`src/rtl/mips_cpu_pkg.sv`:
```
// mips_cpu_pkg: types shared by the MIPS core pipeline stages.
// Register names, memop bundle, LSU state encoding, data defaults.
package mips_cpu_pkg;

  localparam int DATA_W_DEF = 32;
  localparam int ADDR_W_DEF = 32;

  typedef logic [31:0] word_t;
  typedef logic [63:0] double_word_t;

  typedef enum logic [1:0] {
    LS_NONE,
    LS_LOAD,
    LS_STORE
  } ls_type_e;

  typedef enum logic [1:0] {
    LS_BYTE,
    LS_HALF,
    LS_WORD
  } ls_width_e;

  typedef struct packed {
    ls_type_e  ls_type;
    ls_width_e ls_width;
    logic      sign;
  } memop_struct;

  typedef enum logic [4:0] {
    R_ZERO, R_AT, R_V0, R_V1,
    R_A0, R_A1, R_A2, R_A3,
    R_T0, R_T1, R_T2, R_T3,
    R_T4, R_T5, R_T6, R_T7,
    R_S0, R_S1, R_S2, R_S3,
    R_S4, R_S5, R_S6, R_S7,
    R_T8, R_T9, R_K0, R_K1,
    R_GP, R_SP, R_FP, R_RA
  } reg_enum;

  typedef enum logic [1:0] {
    LSU_IDLE,
    LSU_REQ,
    LSU_RESP
  } lsu_state_e;

endpackage

```
`src/rtl/lsu_lane_align.sv`:
```
// lsu_lane_align: byte-enable, store lane placement and load extraction.
// Purely combinational; shared by request and response paths.
module lsu_lane_align
  import mips_cpu_pkg::*;
#(
  parameter  int DATA_W = DATA_W_DEF,
  localparam int NB     = DATA_W / 8,
  localparam int OFS    = $clog2(NB)
) (
  input  logic [OFS-1:0]    ofs,
  input  ls_width_e         ls_width,
  input  logic              sign,
  input  word_t             st_data,
  input  logic [DATA_W-1:0] rd_data,
  output logic [NB-1:0]     be,
  output logic [DATA_W-1:0] wdata,
  output word_t             ld_data
);

  logic [OFS-1:0]    wofs;
  logic [DATA_W-1:0] sh;

  assign wofs = ofs & ~OFS'(3);
  assign sh   = rd_data >> {ofs, 3'b000};

  always_comb begin
    be      = '0;
    wdata   = '0;
    ld_data = '0;
    unique case (1'b1)
      (ls_width == LS_BYTE): begin
        be      = NB'(1) << ofs;
        wdata   = {NB{st_data[7:0]}};
        ld_data = {{24{sign & sh[7]}}, sh[7:0]};
      end
      (ls_width == LS_HALF): begin
        be      = NB'(3) << ofs;
        wdata   = {(NB/2){st_data[15:0]}};
        ld_data = {{16{sign & sh[15]}}, sh[15:0]};
      end
      default: begin
        be      = NB'(15) << wofs;
        wdata   = {(NB/4){st_data}};
        ld_data = sh[31:0];
      end
    endcase
  end

endmodule

```
`src/rtl/stage_mem_lsu.sv`:
```
// stage_mem_lsu: MEM stage, req/gnt/rvalid data memory port.
// MEM_MISALIGN_TRAP_EN: misaligned accesses trap via out_excp.
module stage_mem_lsu
  import mips_cpu_pkg::*;
#(
  parameter  int DATA_W = DATA_W_DEF,
  parameter  int ADDR_W = ADDR_W_DEF,
  localparam int NB     = DATA_W / 8,
  localparam int OFS    = $clog2(NB)
) (
  input  logic              clk,
  input  logic              rst_n,
  input  logic              in_valid,
  output logic              in_ready,
  input  logic              in_dm2rf,
  input  logic              in_hilowe,
  input  logic              in_rfwe,
  input  reg_enum           in_rfwa,
  input  double_word_t      in_mulres,
  input  word_t             in_alures,
  input  word_t             in_stdata,
  input  memop_struct       in_memop,
  output logic              out_valid,
  input  logic              out_ready,
  output logic              out_dm2rf,
  output logic              out_hilowe,
  output logic              out_rfwe,
  output reg_enum           out_rfwa,
  output double_word_t      out_mulres,
  output word_t             out_alures,
  output word_t             out_ldata,
`ifdef MEM_MISALIGN_TRAP_EN
  output logic              out_excp,
`endif
  output logic              dm_req,
  input  logic              dm_gnt,
  output logic              dm_we,
  output logic [NB-1:0]     dm_be,
  output logic [ADDR_W-1:0] dm_addr,
  output logic [DATA_W-1:0] dm_wdata,
  input  logic              dm_rvalid,
  input  logic [DATA_W-1:0] dm_rdata
);

  lsu_state_e        state, state_n;
  memop_struct       lat_op;
  logic [OFS-1:0]    lat_ofs;
  logic              in_fire, is_mem, go_mem;
  logic [OFS-1:0]    ofs_raw, ofs_al, ofs_sel;
  ls_width_e         w_sel;
  logic [NB-1:0]     be_w;
  logic [DATA_W-1:0] wdata_w;
  word_t             ld_w;
  logic [ADDR_W-1:0] addr_al;

  assign in_ready = (state == LSU_IDLE) && (!out_valid || out_ready);
  assign in_fire  = in_valid && in_ready;
  assign is_mem   = in_memop.ls_type inside {LS_LOAD, LS_STORE};
  assign ofs_raw  = in_alures[OFS-1:0];
  assign addr_al  = ADDR_W'(in_alures) & ~ADDR_W'(NB - 1);

  // Offset bits below the access size are dropped (forced alignment).
  always_comb begin
    ofs_al = ofs_raw;
    unique case (1'b1)
      (in_memop.ls_width == LS_HALF): ofs_al[0] = 1'b0;
      (in_memop.ls_width == LS_WORD): ofs_al[1:0] = 2'b00;
      default: ;
    endcase
  end

`ifdef MEM_MISALIGN_TRAP_EN
  logic trap;
  assign trap   = is_mem && (ofs_al != ofs_raw);
  assign go_mem = is_mem && !trap;
`else
  assign go_mem = is_mem;
`endif

  assign ofs_sel = (state == LSU_IDLE) ? ofs_al : lat_ofs;
  assign w_sel   = (state == LSU_IDLE) ? in_memop.ls_width
                                       : lat_op.ls_width;

  lsu_lane_align #(.DATA_W(DATA_W)) u_align (
    .ofs      (ofs_sel),
    .ls_width (w_sel),
    .sign     (lat_op.sign),
    .st_data  (in_stdata),
    .rd_data  (dm_rdata),
    .be       (be_w),
    .wdata    (wdata_w),
    .ld_data  (ld_w)
  );

  always_ff @(posedge clk or negedge rst_n) begin
    if (!rst_n) state <= LSU_IDLE;
    else        state <= state_n;
  end

  always_comb begin
    state_n = state;
    unique case (state)
      LSU_IDLE: if (in_fire && go_mem) state_n = LSU_REQ;
      LSU_REQ: if (dm_gnt) begin
        state_n = (lat_op.ls_type == LS_LOAD) ? LSU_RESP
                                              : LSU_IDLE;
      end
      LSU_RESP: if (dm_rvalid) state_n = LSU_IDLE;
      default: state_n = LSU_IDLE;
    endcase
  end

  always_ff @(posedge clk or negedge rst_n) begin
    if (!rst_n) begin
      dm_req     <= 1'b0;
      dm_we      <= 1'b0;
      dm_be      <= '0;
      dm_addr    <= '0;
      dm_wdata   <= '0;
      out_valid  <= 1'b0;
      out_dm2rf  <= 1'b0;
      out_hilowe <= 1'b0;
      out_rfwe   <= 1'b0;
      out_rfwa   <= R_ZERO;
      out_mulres <= '0;
      out_alures <= '0;
      out_ldata  <= '0;
`ifdef MEM_MISALIGN_TRAP_EN
      out_excp   <= 1'b0;
`endif
      lat_op     <= '0;
      lat_ofs    <= '0;
    end else begin
      if (out_valid && out_ready) out_valid <= 1'b0;
      unique case (state)
        LSU_IDLE: if (in_fire) begin
          out_dm2rf  <= in_dm2rf;
          out_hilowe <= in_hilowe;
          out_rfwe   <= in_rfwe;
          out_rfwa   <= in_rfwa;
          out_mulres <= in_mulres;
          out_alures <= in_alures;
          out_ldata  <= '0;
          lat_op     <= in_memop;
          lat_ofs    <= ofs_al;
          if (go_mem) begin
            dm_req   <= 1'b1;
            dm_we    <= (in_memop.ls_type == LS_STORE);
            dm_be    <= be_w;
            dm_addr  <= addr_al;
            dm_wdata <= wdata_w;
          end else begin
            out_valid <= 1'b1;
          end
`ifdef MEM_MISALIGN_TRAP_EN
          out_excp <= trap;
          if (trap) begin
            out_rfwe  <= 1'b0;
            out_dm2rf <= 1'b0;
          end
`endif
        end
        LSU_REQ: if (dm_gnt) begin
          dm_req <= 1'b0;
          dm_we  <= 1'b0;
          if (lat_op.ls_type != LS_LOAD) out_valid <= 1'b1;
        end
        LSU_RESP: if (dm_rvalid) begin
          out_ldata <= ld_w;
          out_valid <= 1'b1;
        end
        default: ;
      endcase
    end
  end

endmodule

```
`config.mk`:
```
export PLATFORM = sky130hd
export DESIGN_NAME = stage_mem_lsu
export DESIGN_NICKNAME = d
export VERILOG_FILES = /design/src/rtl/mips_cpu_pkg.sv /design/src/rtl/lsu_lane_align.sv /design/src/rtl/stage_mem_lsu.sv
export SDC_FILE = /design/constraint.sdc
export NUM_CORES = 1
export LEC_CHECK = 0
export BUFFER_PORTS_ARGS = -buffer_cell sky130_fd_sc_hd__clkbuf_2
export CAP_MARGIN = 25
export CORE_MARGIN = 3
export CORE_UTILIZATION = 43
export CTS_CLUSTER_SIZE = 14
export DETAILED_ROUTE_END_ITERATION = 10
export HOLD_SLACK_MARGIN = 0.1
export PLACE_DENSITY = 0.76
export SLEW_MARGIN = 25
export SYNTH_ARGS = -nofsm -noshare
export SYNTH_HDL_FRONTEND = slang
export SYNTH_SLANG_ARGS = --single-unit
```
`constraint.sdc`:
```
create_clock -name clk -period 2.2 [get_ports clk]
set_clock_uncertainty 0.2 [all_clocks]
set_input_delay 0 -clock clk [delete_from_list [all_inputs] [get_ports clk]]
set_output_delay 0 -clock clk [all_outputs]
set_load 0.01 [all_outputs]
```
# Yosys cells after proc, flatten, opt, wreduce, memory -nomap -nowiden
# Cells that the tools add are included.
[op_classes]
addsub = 0
mul = 0
n_div = 0
order_cmp = 0
n_eq_ne = 14
shift = 3
muxes = 29
n_bitwise = 2
n_reduce_logical = 17
[op_table]
columns = ["cell", "n"]
rows = [
  ["32-bit one-hot mux with 2 select lines", 3],
  ["32-bit 2-to-1 mux", 2],
  ["32-bit by 5-bit >> shifter with 32-bit output", 1],
  ["1-bit 2-to-1 mux", 13],
  ["2-bit 2-to-1 mux", 6],
  ["2-bit by 1-bit equality test with 1-bit output (second input constant)", 5],
  ["3-bit AND reduction", 3],
  ["2-bit != test (second input constant)", 4],
  ["4-bit one-hot mux with 2 select lines", 1],
  ["2-bit equality test (second input constant)", 3],
  ["2-bit one-hot mux with 3 select lines", 1],
  ["2-bit nonzero test", 3],
  ["1-bit logical AND", 4],
  ["2-bit logical NOT", 2],
  ["2-bit by 1-bit != test with 1-bit output (second input constant)", 2],
  ["1-bit one-hot mux with 2 select lines", 2],
  ["4-bit AND reduction", 1],
  ["1-bit by 2-bit left shift with 4-bit output (first input constant)", 1],
  ["2-bit by 2-bit left shift with 4-bit output (first input constant)", 1],
  ["1-bit one-hot mux with 3 select lines", 1],
  ["1-bit AND", 2],
  ["2-bit AND reduction", 1],
  ["2-bit OR reduction", 1],
  ["1-bit logical NOT", 1],
  ["1-bit logical OR", 1],
]
[word_totals]
register_bits = 214
latchBits = 0
mem_bits_rw = 0
mem_bits_ro = 0
input_bits = 179
wordCells = 83
memories = 0

# Longest topological paths before layout
[logic_depth]
ltp_word = 9
ltp_mapped = 10
ltp_nobuf = 8

# Cells and area by module
# From an unflattened synthesis, not the netlist that was laid out.
[unflattened]
hier_cells = 745
hier_area_um2 = 9781.9
[by_module_without_submodules]
columns = ["mod", "n_inst", "cells_per_inst", "area_each_um2"]
rows = [
  ["stage_mem_lsu", 1, 563, 8456.9],
  ["lsu_lane_align", 1, 182, 1325.0],
]

# Least setup slack after synthesis
# Ideal clock, no wire load.
[synth_path]
path_kind = "register -> register"
start = "reg state[0]"
end = "reg out_ldata[21]"
setup_time_ns = 0.119
arrival_ns = 1.988
required_time_ns = 1.881
slack_ns = -0.107
path_stages_with_launch = 8
period_less_slack_ns = 2.307
cell_sequence = "dfrtp_1 buf_2 nor2_1 mux2i_1 o311ai_2 o21ai_4 buf_6 o21ai_2"
[synth_via]
elab_chain_len = 7
[synth_lines]
columns = ["item", "line_no", "source"]
rows = [
  ["from (decl)", "stage_mem_lsu.sv:45", "lsu_state_e state, state_n;"],
  ["from (signal assigned)", "stage_mem_lsu.sv:97", "else state <= state_n;"],
  ["2-bit logical NOT", "-", ""],
  ["2-bit 2-to-1 mux", "stage_mem_lsu.sv:80", "assign ofs_sel = (state == LSU_IDLE) ? ofs_al : lat_ofs;"],
  ["32-bit by 5-bit >> shifter with 32-bit output", "lsu_lane_align.sv:24", "assign sh = rd_data >> {ofs, 3'b000};"],
  ["1-bit AND, on equally long branches", "lsu_lane_align.sv:39, lsu_lane_align.sv:34", ""],
  ["32-bit one-hot mux with 2 select lines", "lsu_lane_align.sv:30", "unique case (1'b1)"],
  ["32-bit 2-to-1 mux", "stage_mem_lsu.sv:168", "LSU_RESP: if (dm_rvalid) begin"],
  ["32-bit one-hot mux with 2 select lines", "stage_mem_lsu.sv:135", "unique case (state)"],
  ["to (signal assigned)", "stage_mem_lsu.sv:169", "out_ldata <= ld_w;"],
  ["to (decl)", "stage_mem_lsu.sv:31", "output word_t out_ldata,"],
]
# Several ways; a longest one is shown, not always the timed one. The select of a mux whose other input is x is not followed.
# A chain may end at the register's enable or synchronous reset.

# Worst setup path in the final report
[layout_path]
start = "reg state[0]"
end = "reg out_ldata[30]"
# The elaborated chain is that of the path after synthesis.

==> out/summary.txt <==
critical path required time = 2.40 ns
TritonRoute pass-1 iters = 6
initial DRC count = 690
Synth Cell Area = 9040 um2
Clock Sink Count = 214
GRT Total Usage = 32.1%
Total Routed Length = 38,100 um
Fin. Hold Viols = 0
Port Buf Inserts = 384
Die H = 151 um
crit start category = flip-flop
Crit path max-delay family = simple AND/OR/NAND/NOR gates
FMAX = 432 MHz
sequential area share after synthesis = 59.2%
Max clock buf depth = 3
max cap viols = 0
Adder-Cell Fraction of Synth Area = 0.277%
share of cells above drive strength 1 = 33.5%
WHS Path Cells = 3
flop2flop setup slack = -0.12 ns
Hold WS = 0.113 ns
H-tree depth = 1
Slew Limit Fails = 0
die area = 22,800 um2
# DRC = 0
IO Pins = 387
CP max stage delay = 0.42 ns
post-route antenna net violation count = 0
Slew Limit Headroom = 54.8%
DP HPWL = 19,700 um
Worst setup EP type = flip-flop
RD Place Congestion = 0.864
worst hold path type = input pin to flip-flop
FP Rows = 52
Reg-to-Reg Start = state[0]
core area = 20,400 um2
main combinational cell family by area after synthesis = simple AND/OR/NAND/NOR gates
CP most frequent cell = o21ai_4
CTS tree = built
pre-CTS setup slack = -0.234 ns
Reg2Reg Depth = 8
fin area = 15,400 um2
CP arrival = 2.52 ns
total CTS buffers = 24
Hold Path Sink = dm_addr[12]
vias in the first global route = 10,800
first-pass GRT wire length = 57,700 um
Tightest Pin Transition = 0.677 ns
VDD IR-drop max = 0.952 mV
CTS Root Cell = clkbuf_16
worst reg2reg path endpoint = out_ldata[30]
initial antenna violation count = 1
drt via density = 5.33
GRT overflow = 0
Die W = 151 um
area post-placement = 11,400 um2
Tcrit/Tclk final = 105%
Final Critical Period = 2.32 ns
Hold Path Origin = in_alures[12]
commonest cells after routing, fill and taps aside = nand2_1 (428), clkbuf_2 (383), dlygate4sd3_1 (287), dfrtp_1 (212), o21ai_0 (46)
gate count after technology mapping = 951
mux share of post-synthesis cell area = 8.00%
Area Growth Syn to Fin = 70.8%
CTS clk-pin slew, worst paths = 0.07 ns
area share of xor/xnor cells in the synthesized design = 0%
Total Nets Final = 1,815
critical path class = flip-flop to flip-flop
unrepaired setup endpoints after global routing = yes
Yosys warnings = 0
Leakage = 8.10 nW
slowest cell on the critical path = dfrtp_2
Setup WS post-layout = -0.117 ns
top cells by area, synth = dfrtp_1 (59%), nand2_1 (18%), mux2_2 (4.9%), o21ai_0 (3.4%), mux2i_1 (3.0%)
CP Cell Sequence = buf_6 > nor4b_4 > or2_1 > mux2i_2 > o22ai_4 > o21ai_4 > clkbuf_16 > o21ai_4
worst path bufs/invs = 2
most common cell after layout, fill and taps aside = nand2_1
Pwr Density = 1240 nW/um2
Yosys cell types = 41
CP Max Fanout = 6
pin count of the biggest net entering global routing = 101
Compound-Gate Fraction of Synth Area = 8.66%
final core utilization = 75.6%
failing checks = negative setup slack
Starting Density = 44.2%
final setup fails = 25
status = finished with violations
Syn Area/Cell = 9.51 um2
area leader, netlist = dfrtp_1
Yosys reg bits = 214
Clock Latency Late Sink = 0.52 ns
Simple-Gate Fraction of Synth Area = 20.7%
Wirelength per Cell = 19.8 um
post-synth top area share = 59.2%
Via Count = 10,300
==> registers in the layout, summed over array words and instances (netlist names), 2 cells and up <==
register	flops
out_mulres	64
state	2
out_alures	32
dm_addr	30
lat_ofs	2
dm_wdata	32
out_ldata	32
lat_op	5
out_rfwa	5
dm_be	4
==> final cells by class <==
class / count / area, um2
clock buffers: 33 / 706
flip-flops and latches: 214 / 5360
clock inverters: 11 / 144
fillers: 1200 / 4990
diodes: 1 / 2.50
repair buffers: 715 / 5300
multi-input cells: 675 / 3570
well taps: 270 / 338
inverters: 4 / 15.0
==> cells by family after synthesis <==
family                   Yosys count
multiplexers                      67
buffers and inverters             63
flip-flops                       214
AO/OA/AOI/OAI                    127
other                              1
AND/OR/NAND/NOR                  477
adder cells (fa/ha/maj)            2
==> tightest hold or removal path, stage by stage <==
cell,delay (ns)
dlygate4sd3_1,0.54
clkbuf_2,0.11
mux2_2,0.13
==> what timing repair did <==
item	CTS	global route
endpoints found under the setup margin	63	85
hold endpoints to repair	427	0
setup buffers	7	3
cloned	1	1
resized for setup	24	37
hold buffers	287	0
pin swaps	18	11
==> synth_stat cells (all sizes together) <==
cell and number:
nor3 2, and3 1, o311ai 1, conb 1, o31ai 1, o221a 1
o22ai 2, o2bb2ai 1, nor4b 1, mux2i 28, nand2b 6, buf 29
nor2b 1, inv 4, clkbuf 30, o2111ai 1, o21a 2, a222oi 8
nand2 429, ha 2, nand3b 1, a21oi 34, o21ai 75, or4 1
nand3 18, mux2 39, and2 1, nor2 12, or2 3, nand4b 1
o31a 1, dfrtp 214
==> power by group <==
| part | switching [mW] | leakage (nW) | total, mW | internal, mW |
|---|---|---|---|---|
| registers | 1.17 | 2.67 | 6.82 | 5.66 |
| clock network | 1.68 | 0.420 | 4.28 | 2.60 |
| logic | 4.74 | 5.01 | 7.99 | 3.25 |
==> metal layers <==
layer | wire [um] | track usage, %
met4 | 2100 | 17.6
met1 | 13600 | 36.9
met5 | 0 | 0
met2 | 18600 | 54.3
met3 | 3750 | 9.04
==> stage by stage <==
stage          std cells  power (mW)  TNS [ns]
2_1_floorplan        952        10.3         0
3_3_place_gp        1582        13.2     -1.77
3_5_place_dp        1582        13.4     -4.59
4_1_cts             1920        18.3    -0.611
5_1_grt             1923        20.1     -4.69
6_report            1923        19.1     -2.01
==> worst max path at each step <==
stage                  start       endpoint  cells past startpoint
finish              state[0]  out_ldata[30]                      8
global route        state[0]  out_ldata[20]                      8
CTS                 state[1]  out_ldata[20]                      8
detailed placement  state[1]  out_ldata[31]                      6
global placement    state[1]  out_ldata[16]                      6
floorplan           state[0]  out_ldata[21]                      9
Power figures use the tool's default switching activity.
